### src/rtl/fetch_stage.sv
// RV32 fetch stage: PC, single-outstanding imem req/ack, instruction FIFO.
// Optional FETCH_PERF_EN adds perf_fetched / perf_flushed counters.
module fetch_stage #(
  parameter logic [31:0] RESET_PC   = 32'h0000_0000,
  parameter int          FIFO_DEPTH = 2
) (
  input  logic        clock,
  input  logic        reset,
  output logic        imem_req,
  output logic [31:0] imem_addr,
  input  logic        imem_ack,
  input  logic [31:0] imem_rdata,
  input  logic        redirect_valid,
  input  logic [31:0] redirect_pc,
  output logic        id_valid,
  input  logic        id_ready,
  output logic [31:0] id_instr,
  output logic [31:0] id_pc,
  output logic [6:0]  id_opcode
`ifdef FETCH_PERF_EN
  ,
  output logic [31:0] perf_fetched,
  output logic [31:0] perf_flushed
`endif
);

  localparam int PW = $clog2(FIFO_DEPTH);
  localparam int CW = PW + 1;

  typedef enum logic [1:0] {
    S_RUN,
    S_WAIT,
    S_DROP
  } state_t;

  state_t        r_state;
  state_t        w_state_n;
  logic [31:0]   r_pc;
  logic [31:0]   w_pc_n;
  logic [31:0]   r_addr;
  logic [31:0]   w_addr_n;
  logic          r_req;
  logic          w_req_n;

  logic [31:0]   r_fifo_instr [FIFO_DEPTH];
  logic [31:0]   r_fifo_pc    [FIFO_DEPTH];
  logic [PW-1:0] r_wptr;
  logic [PW-1:0] r_rptr;
  logic [CW-1:0] r_count;

  logic          w_pop;
  logic          w_ack;
  logic          w_push;
  logic          w_flush;
  logic          w_discard;
  logic [CW-1:0] w_pop_ext;
  logic [CW-1:0] w_push_ext;
  logic [CW-1:0] w_cnt_after;
  logic [CW-1:0] w_cnt_left;
  logic [31:0]   w_target;

  assign w_pop       = id_valid & id_ready;
  assign w_ack       = r_req & imem_ack;
  assign w_flush     = redirect_valid;
  assign w_target    = {redirect_pc[31:2], 2'b00};
  assign w_pop_ext   = {{(CW-1){1'b0}}, w_pop};
  assign w_push_ext  = {{(CW-1){1'b0}}, w_push};
  // occupancy once this edge's push and pop are applied
  assign w_cnt_after = r_count + CW'(1) - w_pop_ext;
  assign w_cnt_left  = r_count - w_pop_ext;

  always_comb begin
    w_state_n = r_state;
    w_pc_n    = r_pc;
    w_req_n   = r_req;
    w_addr_n  = r_addr;
    w_push    = 1'b0;
    w_discard = 1'b0;
    unique case (r_state)
      S_RUN: begin
        if (w_flush) begin
          w_pc_n = w_target;
        end else if (r_count < CW'(FIFO_DEPTH)) begin
          w_req_n   = 1'b1;
          w_addr_n  = r_pc;
          w_pc_n    = r_pc + 32'd4;
          w_state_n = S_WAIT;
        end
      end
      S_WAIT: begin
        if (w_flush) begin
          w_pc_n    = w_target;
          w_discard = 1'b1;
          if (w_ack) begin
            w_req_n   = 1'b0;
            w_state_n = S_RUN;
          end else begin
            w_state_n = S_DROP;
          end
        end else if (w_ack) begin
          w_push = 1'b1;
          if (w_cnt_after < CW'(FIFO_DEPTH)) begin
            w_req_n  = 1'b1;
            w_addr_n = r_pc;
            w_pc_n   = r_pc + 32'd4;
          end else begin
            w_req_n   = 1'b0;
            w_state_n = S_RUN;
          end
        end
      end
      S_DROP: begin
        if (w_flush) begin
          w_pc_n = w_target;
        end
        if (w_ack) begin
          w_req_n   = 1'b0;
          w_state_n = S_RUN;
        end
      end
      default: begin
        w_state_n = S_RUN;
        w_req_n   = 1'b0;
      end
    endcase
  end

  always_ff @(posedge clock) begin
    if (!reset) begin
      r_state <= S_RUN;
      r_pc    <= RESET_PC;
      r_req   <= 1'b0;
      r_addr  <= 32'h0;
    end else begin
      r_state <= w_state_n;
      r_pc    <= w_pc_n;
      r_req   <= w_req_n;
      r_addr  <= w_addr_n;
    end
  end

  always_ff @(posedge clock) begin
    if (!reset) begin
      r_wptr  <= '0;
      r_rptr  <= '0;
      r_count <= '0;
    end else if (w_flush) begin
      r_wptr  <= '0;
      r_rptr  <= '0;
      r_count <= '0;
    end else begin
      if (w_push) r_wptr <= r_wptr + PW'(1);
      if (w_pop)  r_rptr <= r_rptr + PW'(1);
      r_count <= r_count + w_push_ext - w_pop_ext;
    end
  end

  always_ff @(posedge clock) begin
    if (w_push) begin
      r_fifo_instr[r_wptr] <= imem_rdata;
      r_fifo_pc[r_wptr]    <= r_addr;
    end
  end

  assign imem_req  = r_req;
  assign imem_addr = r_addr;
  assign id_valid  = (r_count != '0);
  assign id_instr  = id_valid ? r_fifo_instr[r_rptr] : 32'h0;
  assign id_pc     = id_valid ? r_fifo_pc[r_rptr] : 32'h0;
  assign id_opcode = id_instr[6:0];

`ifdef FETCH_PERF_EN
  logic [31:0] r_fetched;
  logic [31:0] r_flushed;

  // flushed: entries not consumed this edge plus the in-flight word
  always_ff @(posedge clock) begin
    if (!reset) begin
      r_fetched <= 32'h0;
      r_flushed <= 32'h0;
    end else begin
      if (w_push) r_fetched <= r_fetched + 32'd1;
      if (w_flush) begin
        r_flushed <= r_flushed + 32'(w_cnt_left)
                   + {31'h0, w_discard};
      end
    end
  end

  assign perf_fetched = r_fetched;
  assign perf_flushed = r_flushed;

  logic w_unused;
  assign w_unused = ^redirect_pc[1:0];
`else
  logic w_unused;
  assign w_unused = ^{redirect_pc[1:0], w_discard, w_cnt_left};
`endif

endmodule
### config.mk
export PLATFORM = sky130hd
export DESIGN_NAME = fetch_stage
export DESIGN_NICKNAME = d
export VERILOG_FILES = /design/src/rtl/fetch_stage.sv
export SDC_FILE = /design/constraint.sdc
export NUM_CORES = 1
export LEC_CHECK = 0
export CORE_AREA = 2 2 140 142
export CTS_CLUSTER_SIZE = 24
export DETAILED_ROUTE_END_ITERATION = 8
export DIE_AREA = 0 0 142 144
export HOLD_SLACK_MARGIN = 0.12
export PLACE_DENSITY = 0.75
export SYNTH_ARGS = -nofsm -noshare
export SYNTH_HDL_FRONTEND = slang
export SYNTH_SLANG_ARGS = --single-unit
### constraint.sdc
create_clock -name clock -period 7.4 [get_ports clock]
set_input_delay 1.85 -clock clock [delete_from_list [all_inputs] [get_ports clock]]
set_output_delay 1.85 -clock clock [all_outputs]
set_load 0.05 [all_outputs]
==> flow_summary.toml, run 1 <==
[floorplan]
num_rows = 51
die-area_um2 = 20450
top_level_ports = 174
initial_core_util_pct = 43.99
placeableCoreArea_um2 = 19080
die_x_um = 142
die_height_um = 144

[setup_path]
critical_path.cell_chain = "buf_4 -> mux2i_1 -> nor2_1 -> clkdlybuf4s50_1"
worst_path_dominant_cell_family = "buffers and inverters"
critical-path-slowest-cell = "sky130_fd_sc_hd__clkdlybuf4s50_1"
critical_register_to_register_path_endpoint = "r_pc[5]"
regToRegSetupSlack_ps = 4510
path_max_fanout = 34
critPathCaptureType = "primary output"
r2r-start = "r_state[1]"
worst_ep_required_time_ps = 5550
buffer_and_inverter_count_on_the_worst_path = 2
cpPeakStageDelay_ps = 840
cp_data_arrival_time_ps = 2900
worst-setup-path-type = "reg -> out"
setup.worst_path.start_class = "flop"
timing.reg2reg.worst_path_depth = 6

[logic_synthesis]
synthTopCellsByCount = "sky130_fd_sc_hd__edfxtp_1 (124), sky130_fd_sc_hd__nor2_1 (103), sky130_fd_sc_hd__dfxtp_1 (68)"
synth.most_common_cell = "sky130_fd_sc_hd__edfxtp_1"
ys_ff_latch = 192
sequential_cell_area_fraction_in_the_yosys_report_pct = 60.58
mapped_area_um2 = 8393
asyncSetResetFlopFracSynth_pct = 0
yosysWarningCount = 0
synth_top_family_by_area = "simple AND/OR/NAND/NOR gates"
synth-compound-area-share_pct = 12.70
synth_top_flop_cell = "sky130_fd_sc_hd__edfxtp_1"
post-synth-top-area-fraction_pct = 44.36
synth_top_cell_by_area = "sky130_fd_sc_hd__edfxtp_1"
netlist-cell-type-count = 64
synth.avg_cell_area_um2 = 11.40
synth_fa_ha_area_share_pct = 0.4472
post_synth_mux_area_share_pct = 7.394
post_synth_simple_gate_area_pct = 13.88
ys_top_cells_by_area = "sky130_fd_sc_hd__edfxtp_1 (44%), sky130_fd_sc_hd__dfxtp_1 (16%), sky130_fd_sc_hd__mux2i_1 (7.4%)"
synth-edff-count = 124
post_synth_inst_count = 736
synthXorXnorAreaFrac_pct = 0.6112

[detailed_routing]
number_of_iterations_in_the_first_detailed_routing_pass = 5
avgRoutedWirePerCell_um = 17.71
drt.antenna.violating_nets = 0
dr.first_iter.drc_count = 421
drc_errors = 0
via_density_per_instance = 5.607
num_vias = 6269
wl_um = 19800

[placement]
gp_congestion = 0.8493
place.port_buffers = 167
detailed_place_hpwl_um = 12910

[clock_network]
numClockSinks = 192
cts_setup_buffers = 0
cts_hold_buffers = 0
cts_max_path_buffers = 2
clock_latency_ps = 420
cts_inserted_buffers = 17
clkSlewWorstSetupHoldPaths_ps = 60
cts_tree = "built"
cts-htree-levels = 4
cts-resized-gates = 0
ctsRootBufferMaster = "sky130_fd_sc_hd__clkbuf_16"

[cells_and_area]
num-fill-cells = 1619
antenna_cells = 0
fraction_of_layout_cells_with_a_size_suffix_above_1_pct = 8.182
nNetsFinal = 939
seq_area_um2 = 5089
multiInputGateArea_um2 = 3000
layout-area-overhead-vs-synth_pct = 28.09

[status]
outcome = "complete, no violations"

[power_and_ir_drop]
vdd.ir_drop.worst_uv = 156.0
leakage_uw = 0.003555
post-layout-total-power_uw = 2284
pwr_density_cell_nw_per_um2 = 212.5

[timing]
grt_setup_unrepaired = "no"
setup_viol = 0
final_min_period_over_clock_period_pct = 64.15
totalNegativeSetupSlack_ps = 0
timing.clock.skew_ps = 8.004
timing.final.crit_period_ps = 4747
number_of_endpoints_with_negative_hold_slack_in_the_final_report = 0
final-max-slew-violation-count = 0
clock.fmax_mhz = 210.7
relSlewSlack_pct = 16.41
worst-slew-pin-transition_ps = 1254

[global_route]
antenna_violations_before_repair = 0
global_route_wire_length_before_repair_um = 30450
groute.usage.overall_pct = 19.05
globalRouteOverflowTotal = 0
grt_max_degree = 50
number_of_global_route_vias_before_repair = 5707

[flow_run]
cap_violations = 0

[worst_hold_path]
class_of_the_worst_hold_path = "reg -> reg"
whs_endpoint = "r_fifo_pc[0][23]"
timing.hold.worst.start = "imem_addr[23]"
min_delay_path_depth = 0
## kinds of logic after synthesis
kind of cell,Yosys count
mux,62
flops,192
simple gates,234
buf+inv,78
compound gates,161
xor+xnor,5
fa+ha+maj,3
other cells,1
## where the power goes
group          internal (uW)  switching (uW)
Combinational           84.5             117
Clock                    507             382
Sequential              1160            33.4
Total                   1750             532
## flip-flops by register name, summed over array words and instances (netlist names), named ones only
| name | count |
|---|---|
| r_fifo_instr | 64 |
| r_fifo_pc | 60 |
| imem_addr | 30 |
| r_pc | 30 |
| r_count | 2 |
| r_state | 2 |
| imem_req | 1 |
| r_rptr | 1 |
| r_wptr | 1 |
## stage by stage
stage	utilization, %	worst slack [ps]	cells	hold slack, ps	cell area (um2)
6_report	56.34	2653	1118	488.1	10750
4_1_cts	56.34	2588	1118	492.4	10750
2_1_floorplan	-	1853	739	452.5	8404
3_5_place_dp	53.37	2797	1086	476.4	10180
5_1_grt	56.34	2442	1118	513.6	10750
3_3_place_gp	53.37	2856	1086	465.1	10180
## per-layer routing
metal	track usage, %	up-vias	part of all wire, %
met4	4.737	0	0.91
met5	0	-	0
met1	26.02	3021	44
met3	3.940	15	5.7
met2	31.27	226	49
li1	-	3007	-
## how the worst max path moves through the flow
stage                          to  slack (ps)  depth (start not counted)
2_1_floorplan  r_fifo_instr[0][0]        1850                          4
3_3_place_gp     r_fifo_pc[0][12]        2860                          5
3_5_place_dp     r_fifo_pc[1][14]        2800                          5
4_1_cts               id_instr[1]        2590                          4
5_1_grt               id_instr[5]        2440                          4
6_report              id_instr[1]        2650                          4
## final cells by class
class | count | share of cell area, %
clock buffer | 22 | 4.225
timing repair buffer | 180 | 16.46
tap | 238 | 2.770
multi-input combinational | 469 | 27.91
sequential | 192 | 47.33
clock inverter | 10 | 1.059
inverter | 7 | 0.2444
## layout by cell type (no fill, tap or decap), drive strengths merged, types with 9 or more instances in the layout
master	instances
dfxtp	68
clkbuf	22
clkdlybuf4s50	167
a21oi	53
nand3	41
and3	9
o21ai	35
nor2	103
o221a	11
edfxtp	124
nand4	11
nand2	21
nor3	20
mux2i	62
buf	13
a31oi	14
Power figures use the tool's default switching activity.
==> run 2, diff against run 1 <==
--- a/config.mk
+++ b/config.mk
@@ -10,7 +10,7 @@
 export DETAILED_ROUTE_END_ITERATION = 8
 export DIE_AREA = 0 0 142 144
 export HOLD_SLACK_MARGIN = 0.12
-export PLACE_DENSITY = 0.75
+export PLACE_DENSITY = 0.78
 export SYNTH_ARGS = -nofsm -noshare
 export SYNTH_HDL_FRONTEND = slang
 export SYNTH_SLANG_ARGS = --single-unit
==> constraint.sdc (replaced) <==
create_clock -name clock -period 3.95 [get_ports clock]
set_input_delay 0.9875 -clock clock [delete_from_list [all_inputs] [get_ports clock]]
set_output_delay 0.9875 -clock clock [all_outputs]
set_load 0.05 [all_outputs]
==> flow_summary.toml, run 2 (synthesized netlist as in run 1, its figures left out) <==
[timing]
relSlewSlack_pct = 50.79
timing.final.crit_period_ps = 3423
setup_viol = 0
worst-slew-pin-transition_ps = 734.2
grt_setup_unrepaired = "no"
timing.clock.skew_ps = 9.738
number_of_endpoints_with_negative_hold_slack_in_the_final_report = 0
final-max-slew-violation-count = 0
clock.fmax_mhz = 292.1
final_min_period_over_clock_period_pct = 86.66
hold-worst-slack_ps = 475.8

[setup_path]
critPathCaptureType = "primary output"
worst-setup-path-type = "reg -> out"
path_max_fanout = 26
regToRegSetupSlack_ps = 1560
cp_data_arrival_time_ps = 2440
critical_register_to_register_path_endpoint = "r_pc[30]"
r2r-start = "r_pc[2]"
setup.worst_path.start_class = "flop"
worst_ep_required_time_ps = 2960
timing.reg2reg.worst_path_depth = 6

[power_and_ir_drop]
power.share.switching_pct = 23.69
combPwrFrac_pct = 9.1
vdd.ir_drop.worst_uv = 275.0
leakage_uw = 0.003575
pwr_density_cell_nw_per_um2 = 385.0
seqPwrFrac_pct = 53.9
clkPwrFrac_pct = 37.0
internal_power_uw = 3172
psw_uw = 984.5

[global_route]
globalRouteOverflowTotal = 0
number_of_global_route_vias_before_repair = 6016
grt_max_degree = 63
antenna_violations_before_repair = 1
global_route_wire_length_before_repair_um = 30990
groute.usage.overall_pct = 19.23

[floorplan]
top_level_ports = 174
die_height_um = 144
num_rows = 51
die-area_um2 = 20450
placeableCoreArea_um2 = 19080
initial_core_util_pct = 43.99
die_x_um = 142

[detailed_routing]
drc_errors = 0
number_of_iterations_in_the_first_detailed_routing_pass = 5
drt.antenna.violating_nets = 0
dr.first_iter.drc_count = 501
num_vias = 6348
via_density_per_instance = 5.643
wl_um = 19700
avgRoutedWirePerCell_um = 17.51

[cells_and_area]
reg.largest.list = "r_fifo_instr: 64 flops, r_fifo_pc: 60 flops"
top_library_cells_by_usage_in_the_layout_fill_and_taps_aside = "sky130_fd_sc_hd__clkdlybuf4s50_1 (167), sky130_fd_sc_hd__edfxtp_1 (124), sky130_fd_sc_hd__nor2_1 (98)"
final_common_cell = "sky130_fd_sc_hd__clkdlybuf4s50_1"
nNetsFinal = 945
fraction_of_layout_cells_with_a_size_suffix_above_1_pct = 8.691
final_cells = 1125
max_flop_register = "r_fifo_instr"
flip_flop_count_of_the_largest_register_after_layout = 64
layout-area-overhead-vs-synth_pct = 28.62

[clock_network]
cts_max_path_buffers = 2
cts_hold_buffers = 0
clock_latency_ps = 430
cts-resized-gates = 0
numClockSinks = 192
cts_tree = "built"
clkSlewWorstSetupHoldPaths_ps = 70
cts_setup_buffers = 0
cts-htree-levels = 4
cts_inserted_buffers = 17
ctsRootBufferMaster = "sky130_fd_sc_hd__clkbuf_16"

[flow_run]
cap_violations = 0

[placement]
detailed_place_hpwl_um = 13000
post-place-cells = 1092
place.port_buffers = 167
gp_congestion = 0.8842

[status]
outcome = "complete, no violations"

[worst_hold_path]
timing.hold.worst.start = "imem_addr[26]"
whs_endpoint = "r_fifo_pc[1][26]"
min_delay_path_depth = 0
class_of_the_worst_hold_path = "reg -> reg"
==> run 2: cell types whose count changed in the layout (fill, tap and decap cells not counted) <==
cell                         before  now
sky130_fd_sc_hd__clkbuf_8         1    2
sky130_fd_sc_hd__clkinvlp_4       1    2
sky130_fd_sc_hd__clkinv_1         1    3
sky130_fd_sc_hd__bufinv_16        2    0
sky130_fd_sc_hd__clkinv_2         4    3
sky130_fd_sc_hd__diode_2          0    1
sky130_fd_sc_hd__clkbuf_1         4    3
sky130_fd_sc_hd__buf_4           13   16
sky130_fd_sc_hd__buf_12           0    3
==> run 2: how the worst max path moves through the flow <==
stage | to | slack [ps] | cells past startpoint
floorplan | r_fifo_instr[0][0] | -730 | 4
global placement | r_pc[16] | 490 | 6
detailed placement | r_pc[17] | 480 | 6
CTS | id_instr[3] | 480 | 4
global route | id_opcode[5] | 410 | 4
finish | id_pc[4] | 530 | 4
==> run 2: cell type report <==
cell class,instances,area [um2]
fillers,1628,8284
flip-flops and latches,192,5089
multi-input cells,469,3000
repair buffers,186,1852
clock buffers,22,464.2
well taps,238,297.8
clock inverters,10,63.81
inverters,7,26.28
diodes,1,2.502
==> run 2: stage by stage <==
step	cell area, um2	utilization [%]	setup TNS [ps]	setup WS [ps]	power (uW)
finish	10800	56.58	0	526.9	4156
global route	10800	56.58	0	410.4	4309
CTS	10790	56.57	0	477.5	4184
detailed placement	10260	53.80	0	479.5	2656
global placement	10260	53.80	0	493.6	2648
floorplan	8404	-	-91120	-734.8	2497
==> run 2: worst max-delay path, stage by stage, from the launching register on <==
cell and delay [ps]:
sky130_fd_sc_hd__dfxtp_4 670, sky130_fd_sc_hd__buf_4 300, sky130_fd_sc_hd__mux2i_1 90, sky130_fd_sc_hd__nor2_1 130, sky130_fd_sc_hd__clkdlybuf4s50_1 820
==> run 2: power by group through the flow <==
stage / clock, uW / sequential, uW / combinational (uW)
3_5_place_dp: 0 / 2280 / 376
5_1_grt: 1650 / 2240 / 410
6_report: 1540 / 2240 / 379
3_3_place_gp: 0 / 2280 / 369
2_1_floorplan: 0 / 2310 / 191
4_1_cts: 1570 / 2240 / 377
==> run 2: routing by layer <==
| layer | vias to the layer above | wire length (um) | track usage [%] |
|---|---|---|---|
| met5 | - | 0 | 0 |
| met4 | 0 | 259 | 7.158 |
| met3 | 15 | 1063 | 3.245 |
| met2 | 240 | 9862 | 32.88 |
| met1 | 3064 | 8513 | 24.66 |
| li1 | 3029 | - | - |
==> run 3, diff against run 2 <==
--- a/config.mk
+++ b/config.mk
@@ -5,6 +5,7 @@
 export SDC_FILE = /design/constraint.sdc
 export NUM_CORES = 1
 export LEC_CHECK = 0
+export CAP_MARGIN = 5
 export CORE_AREA = 2 2 140 142
 export CTS_CLUSTER_SIZE = 24
 export DETAILED_ROUTE_END_ITERATION = 8
==> results of run 3 <==
No change in the layout: final DEF, timing and power equal those of run 2.
